<file path="src/rtl/ball_court.sv">
// ball_court: 1-D ball/rally engine for the LED court; define SPEEDUP_EN to shorten the step period on each hit
module ball_court #(
  parameter int COURT_LEN = 16,
  parameter int POS_W     = 5,
  parameter int HIT_WIN   = 1,
  parameter int STEP_DIV  = 4,
  parameter int HIT_W     = 3
) (
  input  logic                 clock,
  input  logic                 reset,
  input  logic                 left_hit,
  input  logic                 right_hit,
  input  logic [1:0]           serve,
  output logic [1:0]           direction,
  output logic [COURT_LEN-1:0] light,
  output logic [HIT_W-1:0]     hitnum,
  output logic                 miss_lo,
  output logic                 miss_hi
);
  localparam int DW = $clog2(STEP_DIV + 1);
  localparam logic [DW-1:0] DIV_MAX = DW'(STEP_DIV);
  localparam logic [POS_W-1:0] P_ONE = POS_W'(1);
  localparam logic [POS_W-1:0] P_LEN = POS_W'(COURT_LEN);
  localparam logic [POS_W-1:0] P_WIN_HI = POS_W'(COURT_LEN - HIT_WIN + 1);
  localparam logic [POS_W-1:0] P_WIN_LO = POS_W'(HIT_WIN);
  localparam logic [HIT_W-1:0] H_MAX = '1;

  typedef enum logic [1:0] {IDLE, UP, DOWN, DEAD} state_t;

  state_t               r_state;
  logic [POS_W-1:0]     r_pos;
  logic [DW-1:0]        r_div;
  logic [DW-1:0]        w_period;
  logic [DW-1:0]        w_reload;
  logic                 w_tick;
  logic                 w_serve;
  logic                 w_launch;
  logic                 w_hit_up;
  logic                 w_hit_dn;
  logic                 w_hit;
  logic                 w_step_up;
  logic                 w_step_dn;
  logic                 w_miss_hi;
  logic                 w_miss_lo;
  logic [COURT_LEN-1:0] w_light;

  // hit windows, step ticks, misses and the one-hot LED image of the current position
  always_comb begin
    w_tick    = r_div == '0;
    w_serve   = serve == 2'b01 || serve == 2'b10;
    w_launch  = r_state == IDLE && (left_hit || right_hit);
    w_hit_up  = r_state == UP && right_hit && r_pos >= P_WIN_HI;
    w_hit_dn  = r_state == DOWN && left_hit && r_pos <= P_WIN_LO;
    w_hit     = w_hit_up || w_hit_dn;
    w_step_up = r_state == UP && w_tick && !w_hit_up;
    w_step_dn = r_state == DOWN && w_tick && !w_hit_dn;
    w_miss_hi = w_step_up && r_pos == P_LEN;
    w_miss_lo = w_step_dn && r_pos == P_ONE;
    w_reload  = w_period - DW'(1);
    w_light   = '0;
    for (int i = 0; i < COURT_LEN; i++) w_light[i] = r_pos == POS_W'(i + 1);
  end

`ifdef SPEEDUP_EN
  logic [DW-1:0] r_period;

  assign w_period = w_serve ? DIV_MAX : (w_hit && r_period > DW'(1)) ? r_period - DW'(1) : r_period;

  // active step period: shrinks by one per successful return, restored by serve
  always_ff @(posedge clock or posedge reset) begin
    if (reset) r_period <= DIV_MAX;
    else r_period <= w_period;
  end
`else
  assign w_period = DIV_MAX;
`endif

  // rally state machine with registered outputs; serve overrides hits, ticks and misses
  always_ff @(posedge clock or posedge reset) begin
    if (reset) begin
      r_state   <= IDLE;
      r_pos     <= P_ONE;
      r_div     <= DIV_MAX - DW'(1);
      direction <= 2'b00;
      light     <= COURT_LEN'(1);
      hitnum    <= '0;
      miss_lo   <= 1'b0;
      miss_hi   <= 1'b0;
    end else begin
      light   <= w_light;
      r_div   <= (r_state == IDLE || r_state == DEAD || w_serve || w_launch || w_hit || w_tick) ? w_reload : r_div - DW'(1);
      miss_hi <= !w_serve && w_miss_hi;
      miss_lo <= !w_serve && w_miss_lo;
      if (w_serve) begin
        r_state   <= IDLE;
        r_pos     <= serve[0] ? P_ONE : P_LEN;
        direction <= 2'b00;
        hitnum    <= '0;
      end else begin
        if (w_hit && hitnum != H_MAX) hitnum <= hitnum + HIT_W'(1);
        if (w_step_up) r_pos <= r_pos + P_ONE;
        else if (w_step_dn) r_pos <= r_pos - P_ONE;
        if (w_miss_hi || w_miss_lo) begin
          r_state   <= DEAD;
          direction <= 2'b00;
        end else if ((r_state == IDLE && left_hit) || w_hit_dn) begin
          r_state   <= UP;
          direction <= 2'b01;
        end else if ((r_state == IDLE && right_hit) || w_hit_up) begin
          r_state   <= DOWN;
          direction <= 2'b10;
        end
      end
    end
  end
endmodule
</file>
<file path="config.mk">
export PLATFORM = sky130hd
export DESIGN_NAME = ball_court
export DESIGN_NICKNAME = d
export VERILOG_FILES = /design/src/rtl/ball_court.sv
export SDC_FILE = /design/constraint.sdc
export NUM_CORES = 1
export LEC_CHECK = 0
export ABC_AREA = 1
export CAP_MARGIN = 20
export CORE_MARGIN = 2
export CORE_UTILIZATION = 45
export CTS_BUF_LIST = sky130_fd_sc_hd__clkbuf_16
export DETAILED_ROUTE_END_ITERATION = 10
export GPL_TIMING_DRIVEN = 0
export PLACE_DENSITY = 0.72
export SYNTH_ARGS = -nofsm -noshare
export SYNTH_HDL_FRONTEND = slang
export SYNTH_SLANG_ARGS = --single-unit
export TNS_END_PERCENT = 1
</file>
<file path="constraint.sdc">
create_clock -name clock -period 1.9 [get_ports clock]
set_input_delay 0.285 -clock clock [delete_from_list [all_inputs] [get_ports clock]]
set_output_delay 0.285 -clock clock [all_outputs]
set_load 0.005 [all_outputs]
</file>
# ---- Word-level counts from Yosys, hierarchy flattened
# Index checks and enable logic that the tools add are counted.
dict set report totals {
  reg_bits 33
  out_inout_bits 23
  wordCells 84
}
dict set report classes {
  add_sub_neg 4
  order_cmp 2
  n_eq_ne 22
  mux 13
  n_reduce_logical 35
}
# cell n
set op_table {}
lappend op_table {{$eq 5x4->1 const B} 8}
lappend op_table {{$eq 5x3->1 const B} 4}
lappend op_table {{$mux 5} 4}
lappend op_table {{$logic_and 1x1->1} 16}
lappend op_table {{$mux 2} 6}
lappend op_table {{$logic_or 1x1->1} 11}
lappend op_table {{$eq 5x2->1 const B} 2}
lappend op_table {{$mux 3} 3}
lappend op_table {{$eq 2x2->1 const B} 3}
lappend op_table {{$add 5x1->5 const B} 1}
lappend op_table {{$eq 5x1->1 const B} 1}
lappend op_table {{$eq 5x5->1 const B} 1}
lappend op_table {{$ge 5x5->1 const B} 1}
lappend op_table {{$le 5x1->1 const B} 1}
lappend op_table {{$sub 5x1->5 const B} 1}
lappend op_table {{$eq 2x1->1 const B} 2}
lappend op_table {{$reduce_bool 4->1} 1}
lappend op_table {{$add 3x1->3 const B} 1}
lappend op_table {{$logic_not 1->1} 3}
lappend op_table {{$logic_not 3->1} 1}
lappend op_table {{$ne 3x3->1 const B} 1}
lappend op_table {{$reduce_bool 3->1} 1}
lappend op_table {{$sub 3x1->3 const B} 1}
lappend op_table {{$logic_not 2->1} 1}
lappend op_table {{$reduce_bool 2->1} 1}

# ---- Longest topological paths before layout
# Gate-level depths: netlist (run 1).
dict set report logic_depth {
  depth_word 9
  depth_mapped 11
  mapped_depth_nobuf 11
}

# ---- Worst setup path after synthesis (run 1)
# OpenSTA, ideal clock, no wires.
dict set report synth_timing {
  kind {register to register}
  startpoint {register r_div[0]}
  endpoint {register r_pos[4]}
  setup_time_ps 117
  arrival_ps 1529
  required_time_ps 1783
  setup_slack_ps 254
  path_stages_with_launch 12
  n_path_buf 0
  path_cell_list {dfstp_2 -> inv_1 -> ha_1 -> ha_1 -> nand2_1 -> a21oi_4 -> inv_2 -> nand3_1 -> nand3_1 -> nand2_1 -> nand2_1 -> nand2_1}
}
dict set report synth_via {
  elab_chain_cells 5
  elab_cells_between_ends 8
}
# element line_no
set synth_rtl {}
lappend synth_rtl {{start, declared} 32} ;# logic [DW-1:0] r_div;
lappend synth_rtl {{start signal, assigned} 83} ;# r_div <= DIV_MAX - DW'(1);
lappend synth_rtl {{start signal, assigned} 91} ;# r_div <= (r_state == IDLE || r_state == DEAD || w_serve || w_launch || w_hit || w_tick) ? w_reload : r_div - D ...
lappend synth_rtl {{$logic_not 3->1 (*)} 49} ;# w_tick = r_div == '0;
lappend synth_rtl {{$logic_and 1x1->1 (2 in a row)} 55} ;# w_step_up = r_state == UP && w_tick && !w_hit_up;
lappend synth_rtl {{$mux 5} 101} ;# if (w_step_up) r_pos <= r_pos + P_ONE;
lappend synth_rtl {{$mux 5} 94} ;# if (w_serve) begin
lappend synth_rtl {{end signal, assigned} 96} ;# r_pos <= serve[0] ? P_ONE : P_LEN;
lappend synth_rtl {{end signal, assigned} 101}
lappend synth_rtl {{end signal, assigned} 102} ;# else if (w_step_dn) r_pos <= r_pos - P_ONE;
lappend synth_rtl {{end, declared} 31} ;# logic [POS_W-1:0] r_pos;
# Mark *: on every way between the ends. The rest lies on a longest branch, timed or not.
# A chain may end at the register's enable or synchronous reset.

# ---- Worst setup path in the final report (run 1)
dict set report layout_timing {
  startpoint {register r_div[0]}
  endpoint {register r_div[2]}
}
dict set report layout_via {
  elab_chain_cells 3
  elab_cells_between_ends 4
}
# element line_no
set layout_rtl {}
lappend layout_rtl {{branches (longest 2 deep; another with $sub 3x1->3)} --}
lappend layout_rtl {{$mux 3 (*)} 91}
# Every way passes the cells marked *.

==> results of run 1 <==
==> what timing repair did <==
| item | 4_1_cts | 5_1_grt |
|---|---|---|
| hold buffers | 0 | 0 |
| endpoints found under the setup margin | 0 | 1 |
| hold endpoints to repair | 0 | 0 |
| gates resized for setup | 0 | 2 |
==> cell usage after synthesis <==
| library cell | n |
|---|---|
| sky130_fd_sc_hd__dfrtp_1 | 29 |
| sky130_fd_sc_hd__xnor2_1 | 1 |
| sky130_fd_sc_hd__a21oi_4 | 1 |
| sky130_fd_sc_hd__nor3b_2 | 1 |
| sky130_fd_sc_hd__nand4_1 | 9 |
| sky130_fd_sc_hd__inv_2 | 1 |
| sky130_fd_sc_hd__o21ai_2 | 1 |
| sky130_fd_sc_hd__nor2_2 | 5 |
| sky130_fd_sc_hd__nand2_2 | 6 |
| sky130_fd_sc_hd__buf_6 | 1 |
| sky130_fd_sc_hd__nand2_4 | 2 |
| sky130_fd_sc_hd__nand3_4 | 1 |
| sky130_fd_sc_hd__nor4_1 | 1 |
| sky130_fd_sc_hd__xor2_1 | 4 |
| sky130_fd_sc_hd__nor2_1 | 23 |
| sky130_fd_sc_hd__nand2_1 | 44 |
| sky130_fd_sc_hd__o21ai_0 | 2 |
| sky130_fd_sc_hd__nand3_2 | 2 |
| sky130_fd_sc_hd__nand3_1 | 12 |
| sky130_fd_sc_hd__nand4_2 | 1 |
| sky130_fd_sc_hd__inv_4 | 1 |
| sky130_fd_sc_hd__buf_2 | 3 |
| sky130_fd_sc_hd__dfstp_2 | 4 |
| sky130_fd_sc_hd__nor2_4 | 1 |
| sky130_fd_sc_hd__ha_1 | 13 |
| sky130_fd_sc_hd__a21oi_1 | 2 |
| sky130_fd_sc_hd__inv_1 | 20 |
==> sequential cells by signal, indices dropped and copies added (netlist names) <==
signal,cells
miss_lo,1
hitnum,3
miss_hi,1
r_state,2
light,16
direction,2
r_pos,5
r_div,3
==> final timing paths <==
check,startpoint,end,slack [ps],cells past startpoint
min in group clock,r_div[0],r_div[0],470,1
setup / recovery,r_div[0],r_div[2],140,5
max in group asynchronous,reset,r_div[1],930,3
hold / removal,reset,light[6],380,2
setup reg to reg,r_div[0],r_div[2],140,5
hold reg to reg,r_div[0],r_div[0],470,1
==> routing by layer <==
metal,global-route usage,wire [µm]
met1,0.206,1480
met2,0.282,1460
met3,0.0358,164
met4,0.0587,34
met5,0,0
==> report_power, final <==
group          total, µW  internal (µW)  switching, µW
Clock               1020            748            276
Sequential           905            827           78.0
Combinational        872            373            499
==> stage by stage <==
step / util / cell area [µm²] / instances / hold slack, ps / total power (µW)
2_1_floorplan: - / 1730 / 191 / 411 / 1520
3_3_place_gp: 0.562 / 2070 / 267 / 454 / 1760
3_5_place_dp: 0.570 / 2100 / 268 / 458 / 1780
4_1_cts: 0.621 / 2290 / 276 / 395 / 2820
5_1_grt: 0.622 / 2300 / 276 / 445 / 2970
6_report: 0.622 / 2300 / 276 / 381 / 2800
==> final cells by class <==
cell class,instances,area [µm²],area share
Timing Repair Buffer,29,308,0.134
Sequential cell,33,831,0.362
Tap cell,48,60.1,0.0262
Multi-Input combinational cell,132,793,0.346
Buffer,4,26.3,0.0114
Inverter,22,87.6,0.0381
Clock buffer,5,125,0.0545
Clock inverter,3,65.1,0.0283
==> cells by family (layout without fill, tap and decap cells) <==
logic type / Yosys count / after routing / synth area share
simple gates: 108 / 108 / 0.311
fa+ha+maj: 13 / 13 / 0.0939
compound gates: 6 / 6 / 0.0260
buf+inv: 26 / 63 / 0.0643
flops: 33 / 33 / 0.479
xor+xnor: 5 / 5 / 0.0253
==> critical path, cell delays in order, from the launching register on <==
cell,delay [ps]
sky130_fd_sc_hd__dfstp_2,520
sky130_fd_sc_hd__inv_1,40
sky130_fd_sc_hd__ha_1,190
sky130_fd_sc_hd__ha_1,260
sky130_fd_sc_hd__nor4_1,440
sky130_fd_sc_hd__nor3b_2,230
==> impl_summary.md, run 1 <==
Job
Max-cap violations in this run came to 0.

Detailed routing
The detailed-route vias per instance is 4.77. The first-pass iteration count of the detailed router is 5. The first routing iteration left 45 violations.

In the routed design, unresolved DRC markers number 0. The vias after detailed routing is 1317. The final wirelength is 3.15 mm. After detailed routing, the average wire length per cell comes to 11.4 µm.

Once detail routing completed, the nets flagged for antenna violations numbered 0.

Synthesis
The number of library cell types mapped by synthesis is 27. Of the synthesized area, sequential elements account for 0.479. Of all cell types, the one taking the most synthesized area is sky130_fd_sc_hd__dfrtp_1. Dividing the synthesized area by the synthesized cell count gives 9.07 µm². The share of synthesized area in the top cell type comes to 0.419. Sorting the synthesized cells by area gives the leading types as sky130_fd_sc_hd__dfrtp_1 (42%), sky130_fd_sc_hd__nand2_1 (9.5%), sky130_fd_sc_hd__ha_1 (9.4%). After synthesis the cells add up to 1730 µm². The Yosys step of the flow raised 0 warnings.

The flop and latch count out of synthesis is 33. The count of mapped cells out of synthesis is 191. The net count of the mapped netlist is 210.

GRT
Summed over all layers, the global routing overflow is 0. The via count of the first global-routing pass came to 1269. The aggregate global-route resource usage is 0.165.

The first global-routing pass estimated 5.53 mm of wire. Entering global routing, the biggest net connects 20 pins. The number of antenna violations at the first check in global routing is 0.

STA
The setup TNS is 0 ps. Dividing the final minimum period by the clock period gives 0.926. The setup violation total in the final timing report is 0. The post-route minimum period is 1760 ps. Between clock sinks in the finished design, the worst skew comes to 7.64 ps. The number of endpoints with negative hold slack in the final report was 0. The final number of max-transition violations came to 0. The worst setup slack after layout is 141 ps.

Setup repair after global routing left no endpoint under its margin. The transition time of the tightest slew-check pin is 592 ps. The worst pin sits at a relative slew slack of 0.605. Derived from the worst setup path, the maximum achievable clock frequency is 569 MHz.

Critical path
STA classifies the critical path startpoint as a flop. The highest fanout seen on the critical path is 4. The data required time at the worst endpoint is 2100 ps. The kind of capture point of the worst setup path is a flop.

The critical path in this run is classified as reg2reg. The data arrival time of the critical path is 1960 ps.

Finish
The fraction of layout cells with a size suffix above 1 is 0.180. The total of fill cells in the finished design is 325. The library cells used most frequently in the layout, excluding fill and tap cells, are sky130_fd_sc_hd__nand2_1 (43), sky130_fd_sc_hd__dfrtp_1 (29), sky130_fd_sc_hd__clkdlybuf4s50_1 (28). At the end of the flow, the number of nets in the layout was 246. The library cell used most frequently in the layout, excluding fill and tap cells, is sky130_fd_sc_hd__nand2_1. The number of diodes added for antenna fixing is 0. The area growth from synthesis to layout is 32.5%.

Die
The floorplan step defined a die boundary enclosing 4360 µm². The placement row count is 22. The floorplan core area is 3690 µm². The count of boundary I/O pins is 29.

The floorplan step set the die height to 66.1 µm. In this run the horizontal extent of the chip is 66.1 µm. The initial utilization of the core area, before any placement, comes to 0.470.

Clocking
The deepest clock path buffer count is 2. The later pin in the worst-skew pair is clocked with a latency of 270 ps. The clock tree from TritonCTS is yes. After clock tree synthesis, the clock-pin slew on the worst setup and hold paths is 50 ps.

The number of setup buffers added after CTS is 0. For this design, the sink count on the clock tree is 33. The deepest level of the CTS H-tree is 2. CTS placed an instance of sky130_fd_sc_hd__clkbuf_16 at the clock tree root.

Counting the buffers created by CTS gives 5.

Placement
OpenSTA, run right after detailed placement, puts the worst setup slack at 90.4 ps. The weighted congestion at the end of routability-driven global placement is 0.807. The total half-perimeter wirelength after legalization and detailed placement is 2.29 mm.

In this run the tool buffered the top-level ports with 28 buffer cells.

Power
For this design the ratio of total power to cell area is 1220 nW/µm². Summed over all cells, the static leakage comes to 0.00116 µW. The largest vdd supply drop is 671 µV.

Outcome
The run finished with clean final reports.

Min path
In this run the worst hold path is classified as in2async.
(Power assumes the default switching activity.)
==> run 2: changes to the inputs <==
CORE_MARGIN = unset   (was 2)
==> run 2 against run 1 <==
Effect of this change:
- critical path depth is the same
- sequential share of layout area grew 0.81 points
- critical endpoint unchanged
- via count grew 0.30%
- combinational power is essentially flat
- wire length grew 0.95%
- die area shrank 6.0%
- register-to-register slack lost 40 ps
- flip-flop and latch count is the same
- cell area shrank 2.2%
- first-iteration DRC count shrank 44%
- hold slack lost 2.6 ps
==> impl_summary.md, run 2 (synthesis results as in run 1) <==
Outcome
The run finished with clean final reports.

Power
The static leakage is 0.00115 µW. IR analysis of the VDD net gives a maximum drop of 634 µV. Power comes to 2530 µW. Power spread over the standard cell area amounts to 1130 nW/µm².

STA
The setup TNS is 0 ps. Setup repair after global routing could not meet its margin everywhere. The worst setup slack after layout is 97.4 ps. At the pin with the least slew margin, the transition time is 590 ps.

The setup violation total in the final timing report is 0. The number of endpoints with negative hold slack in the final report is 0. The remaining max-slew budget at the tightest pin is 0.606.

On the final layout, the worst clock skew is 5.55 ps. The post-route minimum period is 1800 ps. The final number of max-transition violations is 0. Of the available clock period, the critical path in the final layout requires 0.949.

The maximum clock frequency is 555 MHz.

Placement
OpenSTA, run right after detailed placement, puts the worst setup slack at 88.7 ps. Input and output buffers added on the ports amount to 28. The total half-perimeter wirelength after legalization and detailed placement is 2.31 mm. The total cell area at the placement stage is 2100 µm².

The weighted congestion at the end of routability-driven global placement is 0.812.

Critical path
The cell family contributing the most delay on the critical path is simple AND/OR/NAND/NOR gates. STA classifies the critical path startpoint as a flop. The count of cell instances traversed by the critical path is 5. The critical path goes through inv_1 > ha_1 > ha_1 > nor4_1 > nor3b_2. The setup check on the worst reg-to-reg path leaves a slack of 100 ps.

The largest single stage delay on the critical path is 520 ps. The classification of the worst setup path is reg2reg. The critical path ends at r_div[2]. STA classifies the critical path endpoint as a flop. In this run the critical register-to-register path is captured at r_div[2]. Measured in cells, the most critical reg-to-reg path has a length of 5. The highest fanout seen on the critical path is 4. Data on the critical path is required at its endpoint by 2100 ps. The timing startpoint of the critical path is r_div[0]. The cell repeated most along the worst path is sky130_fd_sc_hd__ha_1. The data arrival time of the critical path is 2000 ps. The slowest stage of the critical path belongs to the cell sky130_fd_sc_hd__dfstp_2.

In this run the critical register-to-register path is launched from r_div[0]. The worst path buffer plus inverter count is 1.

Finish
More flip-flops sit in one register than any other, and that register is light. The area added between synthesis and finish is 29.6%. After filler insertion, the fill cell instance count of the layout stands at 334.

The area used by multi-input combinational logic is 796 µm². The most common cell after layout, fill and taps aside is sky130_fd_sc_hd__nand2_1. The finished cells cover 2250 µm². The largest registers in the layout are light x16, r_pos x5. The register with the most flip-flops in the layout has 16 of them. The number of nets in the layout is 246. In the layout the commonest cells are sky130_fd_sc_hd__nand2_1 (44), sky130_fd_sc_hd__dfrtp_1 (29), sky130_fd_sc_hd__clkdlybuf4s50_1 (28). The number of antenna diodes in the final layout is 0. The fraction of layout cells with a size suffix above 1 is 0.167. In the final layout, flip-flops and latches occupy 831 µm².

Clocking
The deepest clock path buffer count is 2. Buffers inserted to repair hold after CTS numbered 0. The H-tree generated during clock tree synthesis spans 2 levels. The worst-skew pair later-pin latency is 270 ps. The clock tree from TritonCTS is yes. The CTS root buffer is sky130_fd_sc_hd__clkbuf_16. Clock-pin slew was measured on the worst setup and hold paths at 50 ps.

The clock sink count is 33. The number of buffers added by the clock tree synthesis step is 5.

GRT
The first global-routing pass estimated 5.80 mm of wire. The total congestion overflow is 0. In this run the most used layer during global routing was met2. For met2 alone, demand over resource in global routing was 0.299. For met3 alone, demand over resource in global routing was 0.0482. The number of antenna violations at the first check in global routing was 0. The via count of the first global-routing pass is 1276.

For met1 alone, demand over resource in global routing was 0.237. For this run, the total global-route usage over all layers was measured as 0.186. Entering global routing, the biggest net connects 20 pins.

Die
The floorplan core area is 3690 µm². After floorplanning, the core was divided into 22 placement rows. The floorplan die width is 64.1 µm. 29 I/O pins were placed. The floorplan step defined a die boundary enclosing 4100 µm². The height of the die is 64.1 µm. The initial core utilization is 0.470.

Detailed routing
The detailed-route vias per instance is 4.79. The number of nets still failing antenna checks after routing is 0. For this run, the detailed router's first-pass iteration total came to 4. The detailed-route wire length per cell is 11.5 µm. In this run, the number of DRC markers left after iteration 0 of detailed routing was 25. The final wirelength is 3.18 mm. The routed layout has 1321 vias. The post-route DRC violation count is 0.

Min path
The class of the most critical hold timing path is in2async.

Job
Max-cap violations in this run came to 0.
-- run 2: what timing repair did --
| action | in CTS | in global routing |
|---|---|---|
| buffers inserted | 0 | 0 |
| setup endpoints to repair | 0 | 8 |
| resized for setup | 0 | 2 |
-- run 2: final cells by class --
| class | instances | area share |
|---|---|---|
| plain buffers | 4 | 0.0117 |
| clock buffers | 5 | 0.0557 |
| clock inverters | 3 | 0.00557 |
| inverters | 22 | 0.0390 |
| multi-input cells | 132 | 0.354 |
| flip-flops and latches | 33 | 0.370 |
| well taps | 48 | 0.0267 |
| repair buffers | 29 | 0.137 |
-- run 2: worst reg2reg max path, delay by kind of cell, from the launching register on --
family,cells,cell delay (ps)
AND/OR/NAND/NOR,2,720
flip-flops,1,520
adder cells (fa/ha/maj),2,450
buffers and inverters,1,40
-- run 2: report_power, final --
part	switching, µW	internal, µW
clock network	275	472
logic	500	373
registers	82.5	827
total	857	1670
-- run 2: worst min-delay path by stage --
stage                        end  slack (ps)     start  cells past startpoint
finish                  light[3]         380     reset                      2
global route            light[3]         440     reset                      2
CTS                     light[3]         400     reset                      2
detailed placement      r_div[0]         460  r_div[0]                      1
global placement        r_div[0]         450  r_div[0]                      1
floorplan           direction[0]         410     reset                      1
-- run 2: per-stage QoR --
| step | hold WS, ps | std cells | util |
|---|---|---|---|
| 4_1_cts | 395 | 276 | 0.607 |
| 3_5_place_dp | 459 | 268 | 0.570 |
| 2_1_floorplan | 411 | 191 | - |
| 5_1_grt | 439 | 276 | 0.609 |
| 3_3_place_gp | 454 | 267 | 0.562 |
| 6_report | 378 | 276 | 0.609 |
-- run 2: per-layer routing --
metal / wire, µm / up-vias / part of all wire
li1: - / 684 / -
met1: 1500 / 592 / 0.47
met2: 1490 / 39 / 0.47
met3: 146 / 6 / 0.046
met4: 48 / 0 / 0.015
met5: 0 / - / 0
==> run 3: changes to the inputs <==
PLACE_DENSITY = unset   (was 0.72)
PLACE_DENSITY_LB_ADDON = 0.15   (was unset)
==> run 3 against run 2 <==
Effect of this change:
- sequential share of layout area is essentially flat
- final cell count unchanged
- die area stayed put
- clock skew hardly changed
- hold slack improved by 49 ps
- core utilization grew 0.068 points
- setup slack better by 70 ps
- critical path type unchanged
- largest cell class unchanged
- largest power group unchanged
- highest routed layer unchanged
==> impl_summary.md, run 3 (synthesis results as in run 1) <==
Detailed routing
The count of nets left with antenna violations once routing finished came out at 0. The detailed-route vias per instance is 4.92. The detailed-route wire length per cell is 11.7 µm. The final wirelength is 3.24 mm. The number of violations reported at the end of detailed-routing iteration 0 is 44. The post-route DRC violation count is 0. The vias after detailed routing is 1358. The pre-antenna-repair detailed-routing pass consisted of 4 iterations.

STA
Setup violations remaining at the end of the flow were counted as 0. The final number of max-transition violations is 0. After routing, the total negative slack on setup checks comes to 0 ps. The number of endpoints with negative hold slack in the final report is 0.

The post-route minimum period is 1730 ps. The maximum clock frequency is 577 MHz. Between clock sinks in the finished design, the worst skew comes to 5.79 ps. In this run the tightest slew margin relative to its limit is 0.540. Of the available clock period, the critical path in the final layout requires 0.912. The transition time of the tightest slew-check pin is 689 ps.

Setup repair after global routing left no endpoint under its margin.

Critical path
The data arrival time of the critical path is 1900 ps. Walking the worst path, the cells encountered are inv_1 > ha_1 > ha_2 > nand2_1 > a21oi_4 > inv_2 > nand3_1 > nand3_1 > nand2_1 > nand2_1 > nand2_1. The type of element launching the critical path is a flop. On the critical path the largest part of the delay comes from flip-flops. The cell repeated most along the worst path is sky130_fd_sc_hd__nand2_1. The kind of capture point of the worst setup path is a flop.

The critical path contains buffers and inverters numbering 2 combined. The setup path with the least slack is of type reg2reg. For this design, the slowest cell found on the critical path is sky130_fd_sc_hd__dfstp_2.

The delay contributed by the slowest stage of the critical path is 520 ps. Along the worst path, the maximum fanout reaches 8. The data required time at the worst endpoint is 2060 ps.

Placement
The total half-perimeter wirelength after legalization and detailed placement is 2.52 mm. Port buffering added 28 buffers. The weighted congestion at the end of routability-driven global placement is 0.858.

Power
The static leakage is 0.00114 µW. The reported net switching power is 850 µW. The largest vdd supply drop is 546 µV.

The design internal power is 1680 µW. The switching power as a share of total power is 0.336. The share of total power dissipated in sequential elements is 0.359. Of the total power, the clock network draws 0.295. The post-route total power is 2530 µW. Of the total power, combinational logic draws 0.347. The total power density per cell area is 1120 nW/µm².

Finish
The area added between synthesis and finish is 29.7%. The repair_antennas step left the layout with diodes totalling 0. The largest registers in the layout are light x16, r_pos x5. The flip-flop count of the largest register after layout is 16.

Of the cells placed in the final design, the portion with a size suffix greater than 1 is 0.180. The register with the most flip-flops in the final layout is light. The library cells used most frequently in the layout, excluding fill and tap cells, are sky130_fd_sc_hd__nand2_1 (44), sky130_fd_sc_hd__dfrtp_1 (29), sky130_fd_sc_hd__clkdlybuf4s50_1 (28). The most common cell after layout, fill and taps aside is sky130_fd_sc_hd__nand2_1. The number of nets in the layout is 246.

Clocking
The deepest clock path buffer count is 2. The deepest level of the CTS H-tree is 2. The clock input transition at the sequential cells of the worst setup and hold paths is 50 ps. The clock tree from TritonCTS is yes.

Clock tree synthesis selected as its root buffer the cell sky130_fd_sc_hd__clkbuf_16. The number of setup buffers added after CTS is 0. TritonCTS created 5 clock buffers.

Clock latency on the worst-skew pair, taken at its later pin, is 270 ps. The clock sink count is 33.

Die
The initial utilization of the core area, before any placement, comes to 0.470. Row generation in the floorplan step produced 22 rows. The height of the die is 64.1 µm. The floorplan die width is 64.1 µm. In this run the count of I/O pins placed on the die edge is 29. The floorplan core area is 3690 µm². The area of the die is 4100 µm².

GRT
The first global-routing pass estimated 5.67 mm of wire. Entering global routing, the biggest net connects 19 pins. The via count of the first global-routing pass is 1308. For this run, the total global-route usage over all layers was measured as 0.184. The total congestion overflow is 0. The number of antenna violations at the first check in global routing was 0.

Job
The tool flagged a number of max-cap violations equal to 0.

Outcome
The run finished with clean final reports.

Min path
The class of the most critical hold timing path is in2async.
run 3: cell types whose count changed in the layout (fill, tap and decap cells not counted), sizes merged:
cell / delta
clkinv: -1
inv: +1
run 3: worst paths after layout:
path / from / end / slack (ps) / depth (start not counted)
worst max register to register: r_div[0] / r_pos[4] / 170 / 11
worst max-delay path: r_div[0] / r_pos[4] / 170 / 11
worst min-delay path: reset / hitnum[2] / 430 / 2
max in group asynchronous: reset / light[0] / 880 / 3
worst min register to register: r_div[0] / r_div[0] / 470 / 1
min in group clock: r_div[0] / r_div[0] / 470 / 1
run 3: power groups by stage:
stage	combinational [µW]	sequential, µW	clock (µW)
after global placement	846	913	0
after floorplan	613	911	0
final	876	906	745
after CTS	874	908	757
after global routing	985	920	792
after detailed placement	870	918	0
run 3: metrics by stage:
step | utilization | setup WS, ps | std cells | hold slack, ps | area [µm²]
2_1_floorplan | - | 254 | 191 | 411 | 1730
3_3_place_gp | 0.562 | 125 | 267 | 458 | 2070
3_5_place_dp | 0.570 | 113 | 268 | 461 | 2100
4_1_cts | 0.607 | 93.7 | 276 | 451 | 2240
5_1_grt | 0.610 | 36.7 | 276 | 496 | 2250
6_report | 0.610 | 167 | 276 | 427 | 2250
run 3: cell type report:
| cell class | instances | area [µm²] |
|---|---|---|
| fill | 320 | 1440 |
| sequential | 33 | 831 |
| multi-input combinational | 132 | 800 |
| timing repair buffer | 29 | 308 |
| clock buffer | 5 | 125 |
| inverter | 22 | 85.1 |
| tap | 48 | 60.1 |
| buffer | 4 | 26.3 |
| clock inverter | 3 | 13.8 |
run 3: repair_timing:
| action | CTS | global route |
|---|---|---|
| resized for setup | 0 | 2 |
| hold buffers | 0 | 0 |
| setup endpoints to repair | 0 | 7 |
run 3: layer usage:
metal | GRT usage | part of all wire | vias up
li1 | - | - | 680
met1 | 0.220 | 0.45 | 638
met2 | 0.311 | 0.50 | 35
met3 | 0.0357 | 0.035 | 5
met4 | 0.0994 | 0.017 | 0
met5 | 0 | 0 | -
